--- config.mk ---
export PLATFORM = sky130hd
export DESIGN_NAME = i2c_sel_ctrl_flat
export DESIGN_NICKNAME = d
export VERILOG_FILES = /design/src/rtl/i2c_mp_pkg.sv /design/src/rtl/i2c_sel_ctrl_if.sv /design/src/rtl/i2c_line_filter.sv /design/src/rtl/i2c_sel_ctrl.sv /design/src/flat_wrapper.sv
export SDC_FILE = /design/constraint.sdc
export NUM_CORES = 1
export LEC_CHECK = 0
export ABC_CLOCK_PERIOD_IN_PS = 3530
export CAP_MARGIN = 20
export CORE_UTILIZATION = 62
export DETAILED_ROUTE_END_ITERATION = 7
export GPL_TIMING_DRIVEN = 0
export PLACE_DENSITY = 0.81
export SLEW_MARGIN = 20
export SYNTH_ARGS = -nofsm -noshare
export SYNTH_HDL_FRONTEND = slang
export SYNTH_SLANG_ARGS = --single-unit
--- constraint.sdc ---
create_clock -name sys_clk -period 3.53 [get_ports sys_clk]
set_input_delay 0.8825 -clock sys_clk [delete_from_list [all_inputs] [get_ports sys_clk]]
set_output_delay 0.8825 -clock sys_clk [all_outputs]
set_load 0.01 [all_outputs]
--- src/rtl/i2c_mp_pkg.sv ---
// Shared types and width helpers for the I2C mux select controller.
package i2c_mp_pkg;

    typedef enum logic [1:0] {IDLE, WAIT_FREE, SETTLE} sel_state_t;

    function automatic int unsigned selw(input int unsigned ports);
        return (ports > 1) ? $clog2(ports) : 1;
    endfunction

    // Counter width able to hold max(v,2).
    function automatic int unsigned cntw(input int unsigned v);
        return $clog2(((v < 2) ? 2 : v) + 1);
    endfunction

endpackage

--- src/rtl/i2c_sel_ctrl_if.sv ---
// Port-switch request/response channel between a master and the select controller.
interface i2c_sel_ctrl_if #(
    parameter int unsigned PORTS = 2
) ();
    localparam int unsigned SW = i2c_mp_pkg::selw(PORTS);

    logic          req_valid;
    logic [SW-1:0] req_port;
    logic          req_ready;
    logic          done;
    logic          err;

    modport master (
        output req_valid,
        output req_port,
        input  req_ready,
        input  done,
        input  err
    );

    modport slave (
        input  req_valid,
        input  req_port,
        output req_ready,
        output done,
        output err
    );

endinterface

--- src/rtl/i2c_line_filter.sv ---
// Two-flop synchronizer followed by a stability filter; preset forces everything to 1.
module i2c_line_filter
    import i2c_mp_pkg::*;
#(
    parameter int unsigned FILT_LEN = 4
) (
    input  logic clk,
    input  logic rst,
    input  logic preset,
    input  logic line,
    output logic level
);
    localparam int unsigned CW = cntw(FILT_LEN);
    localparam logic [CW-1:0] LAST = CW'((FILT_LEN == 0) ? 0 : FILT_LEN - 1);

    logic          meta;
    logic          sync;
    logic [CW-1:0] cnt;

    always_ff @(posedge clk) begin
        if (rst || preset) begin
            meta  <= 1'b1;
            sync  <= 1'b1;
            level <= 1'b1;
            cnt   <= '0;
        end else begin
            meta <= line;
            sync <= meta;
            // cnt tracks how many consecutive samples disagree with level
            if (sync == level) begin
                cnt <= '0;
            end else if (cnt >= LAST) begin
                level <= sync;
                cnt   <= '0;
            end else begin
                cnt <= cnt + CW'(1);
            end
        end
    end

endmodule

--- src/rtl/i2c_sel_ctrl.sv ---
// Owns the I2C mux select: switches ports only on an idle bus, then holds the master off.
module i2c_sel_ctrl
    import i2c_mp_pkg::*;
#(
    parameter int unsigned PORTS           = 2,
    parameter int unsigned RESET_PORT      = 0,
    parameter int unsigned FILT_LEN        = 4,
    parameter int unsigned BUS_FREE_CYCLES = 1000,
    parameter int unsigned SETTLE_CYCLES   = 64,
    parameter int unsigned WAIT_TIMEOUT    = 1000000
) (
    input  logic                   sys_clk,
    input  logic                   sys_rst,
    i2c_sel_ctrl_if.slave          req,
    output logic [selw(PORTS)-1:0] sel,
    output logic                   hold,
    output logic                   bus_busy,
    input  logic                   sp_scl_i,
    input  logic                   sp_sda_i
);
    localparam int unsigned SW  = selw(PORTS);
    localparam int unsigned FW  = cntw(BUS_FREE_CYCLES);
    localparam int unsigned TW  = cntw(WAIT_TIMEOUT);
    localparam int unsigned STW = cntw(SETTLE_CYCLES);

    localparam logic [FW-1:0]  FREE_LAST   = FW'((BUS_FREE_CYCLES == 0) ? 0 : BUS_FREE_CYCLES - 1);
    localparam logic [TW-1:0]  WAIT_LAST   = TW'((WAIT_TIMEOUT == 0) ? 0 : WAIT_TIMEOUT - 1);
    localparam logic [STW-1:0] SETTLE_LAST = STW'((SETTLE_CYCLES == 0) ? 0 : SETTLE_CYCLES - 1);

    sel_state_t     state;
    logic [SW-1:0]  target;
    logic [TW-1:0]  wait_cnt;
    logic [STW-1:0] settle_cnt;
    logic [FW-1:0]  free_cnt;
    logic           done;
    logic           err;

    logic scl_f;
    logic sda_f;
    logic sda_prev;
    logic in_settle;
    logic lines_idle;
    logic start;
    logic stop;
    logic free_exp;
    logic switch_now;

    i2c_line_filter #(
        .FILT_LEN (FILT_LEN)
    ) u_scl_filt (
        .clk    (sys_clk),
        .rst    (sys_rst),
        .preset (switch_now),
        .line   (sp_scl_i),
        .level  (scl_f)
    );

    i2c_line_filter #(
        .FILT_LEN (FILT_LEN)
    ) u_sda_filt (
        .clk    (sys_clk),
        .rst    (sys_rst),
        .preset (switch_now),
        .line   (sp_sda_i),
        .level  (sda_f)
    );

    assign in_settle  = (state == SETTLE);
    assign lines_idle = scl_f && sda_f;
    assign start      = !in_settle && scl_f && sda_prev && !sda_f;
    assign stop       = !in_settle && scl_f && !sda_prev && sda_f;
    assign free_exp   = lines_idle && (free_cnt >= FREE_LAST);
    // Also drives the filter preset, so the new port starts from a clean idle view.
    assign switch_now = (state == WAIT_FREE) && !bus_busy && lines_idle;

    assign req.req_ready = (state == IDLE);
    assign req.done      = done;
    assign req.err       = err;

    always_ff @(posedge sys_clk) begin
        if (sys_rst || switch_now) begin
            sda_prev <= 1'b1;
        end else begin
            sda_prev <= sda_f;
        end
    end

    always_ff @(posedge sys_clk) begin
        if (sys_rst || switch_now || in_settle || !lines_idle) begin
            free_cnt <= '0;
        end else if (free_cnt < FREE_LAST) begin
            free_cnt <= free_cnt + FW'(1);
        end
    end

    // START outranks a simultaneous free-timeout.
    always_ff @(posedge sys_clk) begin
        if (sys_rst || switch_now || in_settle) begin
            bus_busy <= 1'b0;
        end else if (start) begin
            bus_busy <= 1'b1;
        end else if (stop || free_exp) begin
            bus_busy <= 1'b0;
        end
    end

    always_ff @(posedge sys_clk) begin
        if (sys_rst) begin
            state      <= IDLE;
            sel        <= SW'(RESET_PORT);
            target     <= SW'(RESET_PORT);
            hold       <= 1'b0;
            done       <= 1'b0;
            err        <= 1'b0;
            wait_cnt   <= '0;
            settle_cnt <= '0;
        end else begin
            done <= 1'b0;
            err  <= 1'b0;
            unique case (state)
                IDLE: begin
                    if (req.req_valid) begin
                        if (32'(req.req_port) >= PORTS) begin
                            err <= 1'b1;
                        end else if (req.req_port == sel) begin
                            done <= 1'b1;
                        end else begin
                            target   <= req.req_port;
                            state    <= WAIT_FREE;
                            hold     <= 1'b1;
                            wait_cnt <= '0;
                        end
                    end
                end
                WAIT_FREE: begin
                    if (switch_now) begin
                        sel        <= target;
                        state      <= SETTLE;
                        settle_cnt <= '0;
                    end else if ((WAIT_TIMEOUT != 0) && (wait_cnt == WAIT_LAST)) begin
                        err   <= 1'b1;
                        state <= IDLE;
                        hold  <= 1'b0;
                    end else if (wait_cnt != '1) begin
                        wait_cnt <= wait_cnt + TW'(1);
                    end
                end
                SETTLE: begin
                    if (settle_cnt >= SETTLE_LAST) begin
                        done  <= 1'b1;
                        state <= IDLE;
                        hold  <= 1'b0;
                    end else begin
                        settle_cnt <= settle_cnt + STW'(1);
                    end
                end
                default: begin
                    state <= IDLE;
                    hold  <= 1'b0;
                end
            endcase
        end
    end

endmodule
--- src/flat_wrapper.sv ---
// flat-port wrapper written by rule: the top's interface ports become plain ports
module i2c_sel_ctrl_flat import i2c_mp_pkg::*;
#(
    parameter int unsigned PORTS           = 2,
    parameter int unsigned RESET_PORT      = 0,
    parameter int unsigned FILT_LEN        = 4,
    parameter int unsigned BUS_FREE_CYCLES = 1000,
    parameter int unsigned SETTLE_CYCLES   = 64,
    parameter int unsigned WAIT_TIMEOUT    = 1000000
)
  (sys_clk, sys_rst, sel, hold, bus_busy, sp_scl_i, sp_sda_i, req_req_valid, req_req_port, req_req_ready, req_done, req_err);
  i2c_sel_ctrl_if #(.PORTS(PORTS)) req_i ();
  input  logic sys_clk;
  input  logic sys_rst;
  output logic [selw(PORTS)-1:0] sel;
  output logic hold;
  output logic bus_busy;
  input  logic sp_scl_i;
  input  logic sp_sda_i;
  input wire logic [$bits(req_i.req_valid)-1:0] req_req_valid;
  input wire logic [$bits(req_i.req_port)-1:0] req_req_port;
  output wire logic [$bits(req_i.req_ready)-1:0] req_req_ready;
  output wire logic [$bits(req_i.done)-1:0] req_done;
  output wire logic [$bits(req_i.err)-1:0] req_err;
  assign req_i.req_valid = req_req_valid;
  assign req_i.req_port = req_req_port;
  assign req_req_ready = req_i.req_ready;
  assign req_done = req_i.done;
  assign req_err = req_i.err;
  i2c_sel_ctrl #(.PORTS(PORTS), .RESET_PORT(RESET_PORT), .FILT_LEN(FILT_LEN), .BUS_FREE_CYCLES(BUS_FREE_CYCLES), .SETTLE_CYCLES(SETTLE_CYCLES), .WAIT_TIMEOUT(WAIT_TIMEOUT)) u_core (.sys_clk(sys_clk), .sys_rst(sys_rst), .req(req_i), .sel(sel), .hold(hold), .bus_busy(bus_busy), .sp_scl_i(sp_scl_i), .sp_sda_i(sp_sda_i));
endmodule
==> reports/qor.yml <==
clocking:
  root_buffer: "clkbuf_8"
  cts_buffers: 9
  cts.repair.resized: 0
  clkSinkCount: 58
  cts.path.max_buffers: 2
  clk_latency_ns: 0.34
  path_clk_slew_ns: 0.07
  post-cts-setup-buffer-count: 0
  tritoncts: "done"
  ctsHoldBuffers: 0
  h-tree-depth: 3
sta:
  skew_ns: 0.00622
  relSlewSlack: 0.542
  rsz0062_at_grt: "false"
  max_freq_mhz: 365
  final_hold_viol_count: 0
  worst_slew_pin_slew_ns: 0.683
  drv_slew: 0
  timing.setup.tns_ns: 0
  finalSetupViolations: 0
  post-route-min-period_ns: 2.74
  post-route-period-util: 0.776
  hold_ws_ns: 0.414
synth:
  synth_edf_count: 0
  ys_types: 56
  syn_inst: 325
  ys.flop_type: "dfxtp_1"
  async_flop_share: 0
  synth_top_area_frac: 0.407
  synth_fp_nets: 338
  synth_area_um2: 2850
  synth_area_leaders: "dfxtp_1, nor2_1, nand2_1"
  seq_area_frac_synth: 0.407
  yosysTopAreaCell: "dfxtp_1"
  syn_area_per_cell_um2: 8.78
  yosysWarnings: 0
  ys_ff_latch: 58
power:
  total_power_uw: 1450
  power_frac_comb: 0.065
  powerDensity_nw_per_um2: 445
  vdd_drop_max_uv: 389
  pwr-share-seq: 0.467
  internal-power_uw: 1120
  clockPowerShare: 0.468
  switching_power_uw: 327
  p_leak_uw: 0.00124
  p_sw_frac: 0.226
die:
  fp.dieW_um: 69.8
  num_rows: 24
  io_pins: 12
  start_util: 0.651
  die-height_um: 69.8
  fp.dieArea_um2: 4880
  core-area_um2: 4380
routing:
  drc: 0
  routed_wl_um: 6310
  vias: 2540
  antenna_left: 0
  drt_iter0_markers: 159
  routed_via_density: 6.29
  wl_per_cell_um: 15.6
  drt-pass1-iter-count: 7
global_routing:
  grt_max_degree: 11
  first_global_vias: 2398
  antenna_found_initial: 0
  overflow: 0
  grt_pass1_wl_um: 10900
  grt_use_total: 0.284
placed_design:
  routabilityCongestion: 0.937
  place_area_um2: 3030
  post-dp-hpwl_um: 4360
  portBuffers: 11
cells_and_area:
  stdcell_area_um2: 3250
  nets: 360
  drive_above_1_share: 0.136
  area_delta_synth_final_pct: 13.8
  antenna_cells: 0
  final_util: 0.741
setup_path:
  slowest_delay_ns: 0.63
  cp.arrival_ns: 3.01
  critPathKind: "in2reg"
  worstPathCellList: "clkdlybuf4s50_1, xor2_1, and3_2, clkbuf_1, a21oi_4, or4_2, a31oi_1"
  crit_path_start_kind: "input pin"
  cp_slowest_cell: "or4_2"
  critical_path_required_ns: 3.80
  cp_max_fo: 8
  r2r-start: "u_core.wait_cnt[16]$_SDFFE_PP0P_"
  startpoint: "req_req_port"
  end_kind: "register"
job:
  max_cap_violations: 0
worst_hold_path:
  hold_path.class: "reg2reg"
  hold_start: "u_core.u_sda_filt.meta$_SDFF_PP1_"
outcome:
  status: "finished clean"
[path summary, 6_finish.rpt]
path / end / cells past startpoint / slack, ns
setup / recovery: u_core.wait_cnt[15]$_SDFFE_PP0P_ / 7 / 0.79
hold reg to reg: u_core.u_sda_filt.sync$_SDFF_PP1_ / 1 / 0.41
setup reg to reg: u_core.wait_cnt[9]$_SDFFE_PP0P_ / 7 / 1.17
hold / removal: u_core.u_sda_filt.sync$_SDFF_PP1_ / 1 / 0.41
[registers in the layout (all words and copies together), names as in the netlist]
name	count
u_core.bus_busy	1
u_core.free_cnt	10
u_core.hold	1
u_core.req.done	1
u_core.req.err	1
u_core.sda_prev	1
u_core.sel	1
u_core.settle_cnt	7
u_core.state	2
u_core.target	1
u_core.u_scl_filt.cnt	3
u_core.u_scl_filt.level	1
u_core.u_scl_filt.meta	1
u_core.u_scl_filt.sync	1
u_core.u_sda_filt.cnt	3
u_core.u_sda_filt.level	1
u_core.u_sda_filt.meta	1
u_core.u_sda_filt.sync	1
u_core.wait_cnt	20
[kinds of logic after synthesis]
group	synth area share
compound gates	0.184
xor+xnor	0.0338
fa+ha+maj	0.0307
buf+inv	0.0395
flops	0.407
mux	0.0368
simple gates	0.269
[synth_stat cells, drive strengths merged (2+ instances only)]
| master | number |
|---|---|
| a211oi | 6 |
| a21o | 6 |
| a21oi | 17 |
| a22o | 2 |
| a311oi | 2 |
| a31o | 2 |
| a31oi | 7 |
| and2 | 2 |
| and3 | 10 |
| and4 | 4 |
| buf | 4 |
| clkbuf | 8 |
| dfxtp | 58 |
| ha | 7 |
| inv | 8 |
| mux2 | 2 |
| mux2i | 7 |
| nand2 | 27 |
| nand2b | 3 |
| nand3 | 19 |
| nand3b | 3 |
| nand4 | 10 |
| nor2 | 35 |
| nor3 | 14 |
| nor3b | 2 |
| nor4 | 4 |
| o2111ai | 2 |
| o211ai | 3 |
| o21ai | 14 |
| o311ai | 2 |
| o31ai | 3 |
| o32ai | 4 |
| or2 | 3 |
| or3 | 6 |
| or4 | 2 |
| xnor2 | 2 |
| xor2 | 9 |
[routing by layer]
layer | global-route usage | vias up | part of all wire
met5 | 0 | - | 0
met4 | 0.153 | 0 | 0.033
met3 | 0.0538 | 26 | 0.053
met2 | 0.442 | 86 | 0.46
met1 | 0.372 | 1173 | 0.46
li1 | - | 1255 | -
[metrics by stage]
step                      worst slack [ns]  instances
after floorplan                       1.11        325
after global placement               0.489        388
after detailed placement             0.440        388
after CTS                            0.810        404
after global routing                 0.694        404
final                                0.791        404
[cell usage in the layout, fill, tap and decap left out, types with 4 or more instances in the layout]
cell | synthesis | routed
nand4_1 | 9 | 9
ha_1 | 7 | 7
a31oi_1 | 7 | 7
nor4_1 | 4 | 4
clkbuf_1 | 6 | 7
mux2i_1 | 6 | 6
a21o_1 | 6 | 6
a21oi_1 | 15 | 15
nor2_1 | 35 | 35
a211oi_1 | 6 | 6
clkdlybuf4s50_1 | 0 | 11
dfxtp_1 | 58 | 58
o32ai_1 | 4 | 4
and3_2 | 4 | 4
inv_1 | 8 | 8
nor3_1 | 13 | 13
clkbuf_8 | 2 | 12
or3_1 | 5 | 5
and3_1 | 6 | 6
nand2_1 | 27 | 27
o21ai_0 | 11 | 11
nand3_1 | 19 | 19
xor2_1 | 9 | 9
[worst max-delay path, delay by kind of cell]
kind                   cells  cell delay (ns)
AND/OR/NAND/NOR            2             0.83
XOR/XNOR                   1             0.18
buffers and inverters      2             0.82
AO/OA/AOI/OAI              2             0.29
[power groups by stage]
stage | registers, uW | clock network [uW] | logic (uW)
after floorplan | 688 | 0 | 62.4
after global placement | 689 | 0 | 90.1
after detailed placement | 690 | 0 | 93.0
after CTS | 676 | 691 | 93.5
after global routing | 677 | 713 | 104
final | 676 | 677 | 94.2
[final cells by class]
| type | count | area (um2) |
|---|---|---|
| clock inverters | 5 | 77.6 |
| inverters | 8 | 30.0 |
| fillers | 324 | 1140 |
| flip-flops and latches | 58 | 1160 |
| repair buffers | 11 | 110 |
| clock buffers | 11 | 141 |
| multi-input cells | 247 | 1580 |
| plain buffers | 12 | 82.6 |
| well taps | 52 | 65.1 |
Note: power is estimated with default switching activity, not from simulation.
